[src/rtl/btn_debounce.sv]
// Push-button conditioner: 2-flop synchroniser, stability counter, and a
// one-cycle pulse on each accepted rising edge of the debounced level.
module btn_debounce #(
  parameter int DEBOUNCE_CYCLES = 742500
) (
  input  logic clk_pixel,
  input  logic reset,
  input  logic btn,
  output logic press
);

  localparam int CW = (DEBOUNCE_CYCLES > 1) ? $clog2(DEBOUNCE_CYCLES + 1) : 1;

  logic [1:0]    sync;
  logic          level;
  logic [CW-1:0] cnt;

  // Counter only runs while the synchronised sample disagrees with the accepted
  // level, so any bounce back to the old level restarts the window.
  always_ff @(posedge clk_pixel or posedge reset) begin
    if (reset) begin
      sync  <= 2'b00;
      level <= 1'b0;
      cnt   <= '0;
      press <= 1'b0;
    end else begin
      sync  <= {sync[0], btn};
      press <= 1'b0;
      if (sync[1] == level) begin
        cnt <= '0;
      end else if (cnt == CW'(DEBOUNCE_CYCLES - 1)) begin
        level <= sync[1];
        cnt   <= '0;
        press <= sync[1];
      end else begin
        cnt <= cnt + 1'b1;
      end
    end
  end

endmodule

[config.mk]
export PLATFORM = sky130hd
export DESIGN_NAME = btn_debounce
export DESIGN_NICKNAME = d
export VERILOG_FILES = /design/src/rtl/btn_debounce.sv
export SDC_FILE = /design/constraint.sdc
export NUM_CORES = 1
export LEC_CHECK = 0
export ABC_AREA = 1
export CORE_UTILIZATION = 59
export CTS_CLUSTER_SIZE = 16
export DETAILED_ROUTE_END_ITERATION = 10
export GPL_TIMING_DRIVEN = 0
export PLACE_DENSITY = 0.86
export SLEW_MARGIN = 10
export SYNTH_ARGS = -nofsm -noshare
export SYNTH_HDL_FRONTEND = slang
export SYNTH_SLANG_ARGS = --single-unit
[constraint.sdc]
create_clock -name clk_pixel -period 1.6 [get_ports clk_pixel]
set_input_delay 0.16 -clock clk_pixel [delete_from_list [all_inputs] [get_ports clk_pixel]]
set_output_delay 0.16 -clock clk_pixel [all_outputs]
set_load 0.01 [all_outputs]
After elaboration in Yosys (flattened, before gate mapping)
Cells that the tools add are included.
- flip-flop bits (word level): 24
- input bits: 3
- bitwise gates (word level): 1
- eq/ne operators: 2
- reduce and logical (&&, ||, !) cells: 1
- muxes and demuxes: 4
- $add $sub $neg: 1
- operators by type and width (cell ; count):
    two-way mux 20 bit ; 2
    adder 20 x 1 -> 20 bit (second input constant) ; 1
    == test 20 bit (second input constant) ; 1
    two-way mux 1 bit ; 2
    AND reduction 2 bit ; 1
    == test 1 bit ; 1
    inverter 1 bit ; 1

Logic depth before layout (Yosys ltp)
- word-level depth: 3
- mapped depth: 9
- depth with buffers taken out: 9

Worst setup path after synthesis
Ideal clock, no wire load.
- path kind: register to register
- start: register cnt[0]
- end: register cnt[16]
- stages on the path, launching flop included: 8
- data arrival time: 1.164 ns
- clock period less this slack: 1.283 ns
- path buffers: 0
- slack: 0.317 ns
- cell sequence: dfrtp_1 ha_1 nand2_2 nor2_4 nand2_4 nor2_4 nor3b_2 nor2_1
- cells in the longest elaborated chain, start to end: 3
- ends and longest elaborated chain (element ; line ; RTL):
    from (decl) ; 16 ; logic [CW-1:0] cnt;
    from (signal assigned) ; 36 ; cnt <= cnt + 1'b1;
    adder 20 x 1 -> 20 bit or == test 20 bit (tied branches) ; 36, 31 ;
    two-way mux 20 bit (*) ; 31 ; end else if (cnt == CW'(DEBOUNCE_CYCLES - 1)) begin
    two-way mux 20 bit (*) ; 29 ; if (sync[1] == level) begin
Mark *: on every way between the ends. The rest lies on a longest branch, timed or not.
A chain may end at the register's enable or synchronous reset.

Worst setup path in the final report
Same ends and word-level chain as after synthesis.

==> results.md <==
- The worst setup path is captured at a flip-flop.
- For the pin with the worst max-slew slack, the measured transition is 0.899 ns.
- The data required time of the critical path is 1.82 ns.
- The post-cts sizing count is 0.
- Yosys printed 0 warnings.
- Clock-pin slew was measured on the worst setup and hold paths at 0.13 ns.
- The post-detailed-routing wire length is 2660 um.
- At the worst endpoint, the arrival time is 1.65 ns.
- The die span in x is 49.9 um.
- The library cell occupying the most area in the post-synthesis netlist is sky130_fd_sc_hd__dfrtp_1.
- The placed cell area is 1420 um^2.
- The via count of the first global-routing pass is 1084.
- The total leakage power is 0.000606 uW.
- The setup slack after layout is 0.175 ns.
- The post-detailed-route count of antenna-violating nets is 0.
- Summed over its instances, the top area cell type makes up 44.4% of the synthesized netlist area.
- A synthesized cell averages 8.25 um^2.
- met2 is the most crowded layer.
- The floorplan step defined a die boundary enclosing 2490 um^2.
- The number of I/O port buffers is 3.
- The global-route track usage on met3 is 3.70%.
- The count of nets after finishing is 176.
- The critical path class is reg2reg.
- The final hold violation count is 0.
- The number of cells in the finished layout apart from fillers is 198.
- At the placement stage, the worst setup path has a slack of 0.185 ns.
- In the finished design, the share of the clock period the worst path needs comes to 89.1%.
- The detailed router placed 1080 vias in this run.
- The post-synthesis to final-layout area growth is 7.39%.
- The dominant register cell in the synthesized netlist is sky130_fd_sc_hd__dfrtp_1.
- The count of antenna diodes in the layout is 0.
- Counting I/O delays and the setup requirement, the final critical path takes 1.43 ns.
- The number of rows in the core area is 16.
- The total negative slack is 0 ns.
- In this run the count of I/O pins placed on the die edge is 4.
- Setup repair after global routing left no endpoint under its margin.
- In this run, post-CTS hold repair placed 0 buffers.
- The post-CTS setup repair buffer count is 0.
- Yosys mapped a number of flops with a built-in enable equal to 0.
- The async set-reset flop share out of synthesis is 100%.
- The type of the tightest min-delay check is in2reg.
- The final number of setup-violating endpoints is 0.
- The fmax is 702 MHz.
- TritonCTS built the clock tree.
- In the global route stage, met1 resource usage came out at 30.2%.
- In this run the number of H-tree levels came out at 1.
- The floorplan step defined a core boundary enclosing 2060 um^2.
- The worst-case IR drop observed on VDD is 0.000623 V.
- The post-synthesis cell count is 164.
- The first TritonRoute pass finished after 4 iterations.
- Counting tap cells, the placed design contains a total of 194 instances.
- The tree is rooted in a sky130_fd_sc_hd__clkbuf_4.
- The number of clock buffers inserted by TritonCTS is 3.
- Global routing finished with a remaining overflow of 0.
- The overall global routing resource usage is 25.1%.
- Once the floorplan was initialized, standard cells occupied 65.7% of the core.
- The internal portion of the total power is 770 uW.
- The switching share of power is 22.5%.
- The multi-input gate area in the final layout is 686 um^2.
- In this run, synthesis produced a sequential element count of 24.
- On the final layout, the worst clock skew is 0.00347 ns.
- The share of cells above drive strength 1 is 16.4%.
- The worst setup path is launched from a flip-flop.
- Counting along the longest clock path gives a buffer depth of 2.
- The worst hold-check slack is 0.286 ns.
- The final standard cell area without fillers is 1450 um^2.
- The total power per unit cell area is 683 nW/um^2.
- Max-cap violations in this run came to 0.
- In the final routed layout, each cell accounts on average for 13.4 um.
- The detailed placement HPWL is 2050 um.
- The clock net sink count is 24.
- The post-detailed-route DRC marker count is 0.
- The maximum fanout along the worst path is 4.
- The net switching power is 223 uW.
- The run finished with clean final reports.
- The die boundary height is 49.9 um.
- The number of antenna violations at the first check in global routing is 0.
- Measured against its own limit, the worst slew margin works out to 40.0%.
- Across the whole layout, storage elements account for 601 um^2.
- The combined area of all synthesized cells is 1350 um^2.
- The maximum number of pins on one net before global-route repair is 25.
- The netlist uses 23 different library cells.
- The combinational share of power is 5.0%.
- The clock reaches the later pin of the worst-skew pair after 0.31 ns.
- The number of nets in the synthesized netlist is 168.
- The sequential area share after synthesis is 44.4%.
- Using the TritonRoute via totals, the vias-per-cell ratio works out to 5.45.
- The total count of max-transition violations in the final report is 0.
- The iteration-0 DRC count of the detailed router is 32.
- The share of total power dissipated in the clock network is 32.3%.
- Global routing used 45.5% of the available met2 tracks.
- Yosys attributes the largest share of cell area to sky130_fd_sc_hd__dfrtp_1, sky130_fd_sc_hd__nor2_1, sky130_fd_sc_hd__nand2_1, sky130_fd_sc_hd__nand3_1, sky130_fd_sc_hd__inv_1.
- The commonest cells after synthesis are sky130_fd_sc_hd__nor2_1, sky130_fd_sc_hd__nand2_1, sky130_fd_sc_hd__dfrtp_1.
- The most instantiated library cell after synthesis is sky130_fd_sc_hd__nor2_1.
- At the end of routability-driven placement, the weighted congestion stood at 0.984.
- The first global-routing pass estimated 4600 um of wire.
- The fill cell instance count of the final layout is 173.
- The share of total power in sequential cells is 62.7%.
per-layer routing:
| layer | up-vias | wire (um) |
|---|---|---|
| li1 | 531 | - |
| met1 | 522 | 1140 |
| met2 | 22 | 1400 |
| met3 | 5 | 82 |
| met4 | 0 | 32 |
| met5 | - | 0 |
critical path: stages (launching register included):
cell                      delay, ns
sky130_fd_sc_hd__dfrtp_1       0.41
sky130_fd_sc_hd__ha_1          0.24
sky130_fd_sc_hd__nand2_2       0.10
sky130_fd_sc_hd__nor2_4        0.17
sky130_fd_sc_hd__nand2_4       0.09
sky130_fd_sc_hd__nor2_4        0.11
sky130_fd_sc_hd__nor3b_2       0.16
sky130_fd_sc_hd__nor2_1        0.05
logic make-up after synthesis:
logic type	synth area share [%]
flops	44.4
simple gates	38.4
compound gates	2.96
xor+xnor	8.32
fa+ha+maj	0.924
buf+inv	4.99
stage by stage:
step / util [%] / total power [uW]
after global placement: 68.8 / 683
after detailed placement: 68.8 / 685
after global routing: 70.5 / 1030
final: 70.5 / 993
after CTS: 70.5 / 1000
after floorplan: - / 669
cell usage in the layout, fill, tap and decap left out, drive strengths merged:
| cell type | n |
|---|---|
| a21oi | 3 |
| clkbuf | 4 |
| clkdlybuf4s50 | 3 |
| dfrtp | 24 |
| ha | 1 |
| inv | 18 |
| nand2 | 33 |
| nand3 | 15 |
| nand3b | 1 |
| nand4 | 5 |
| nor2 | 44 |
| nor3 | 3 |
| nor3b | 1 |
| o21ai | 3 |
| o22ai | 1 |
| xnor2 | 4 |
| xor2 | 8 |
flip-flops by register name (all words and copies together), names as in the netlist:
name / cells
press: 1
sync: 2
level: 1
cnt: 20
area by class of cell:
class | instances | share of cell area [%]
inverter | 18 | 4.65
multi-input combinational | 122 | 47.2
clock buffer | 4 | 2.50
timing repair buffer | 3 | 2.07
sequential | 24 | 41.3
tap | 27 | 2.32
power by group through the flow:
stage / clock [uW] / combinational (uW) / sequential, uW
after floorplan: 0 / 35.6 / 633
after global placement: 0 / 48.6 / 634
after detailed placement: 0 / 50.3 / 635
after CTS: 326 / 50.6 / 623
after global routing: 352 / 55.6 / 624
final: 321 / 49.4 / 623
final timing paths:
path,end,cells past startpoint,from,slack (ns)
setup / recovery,cnt[16],7,cnt[0],0.17
hold / removal,sync[0],1,btn,0.29
setup reg to reg,cnt[16],7,cnt[0],0.17
hold reg to reg,sync[1],0,sync[0],0.39
max in group asynchronous,cnt[11],2,reset,0.73
min in group asynchronous,cnt[2],2,reset,0.32
Power figures use the tool's default switching activity.
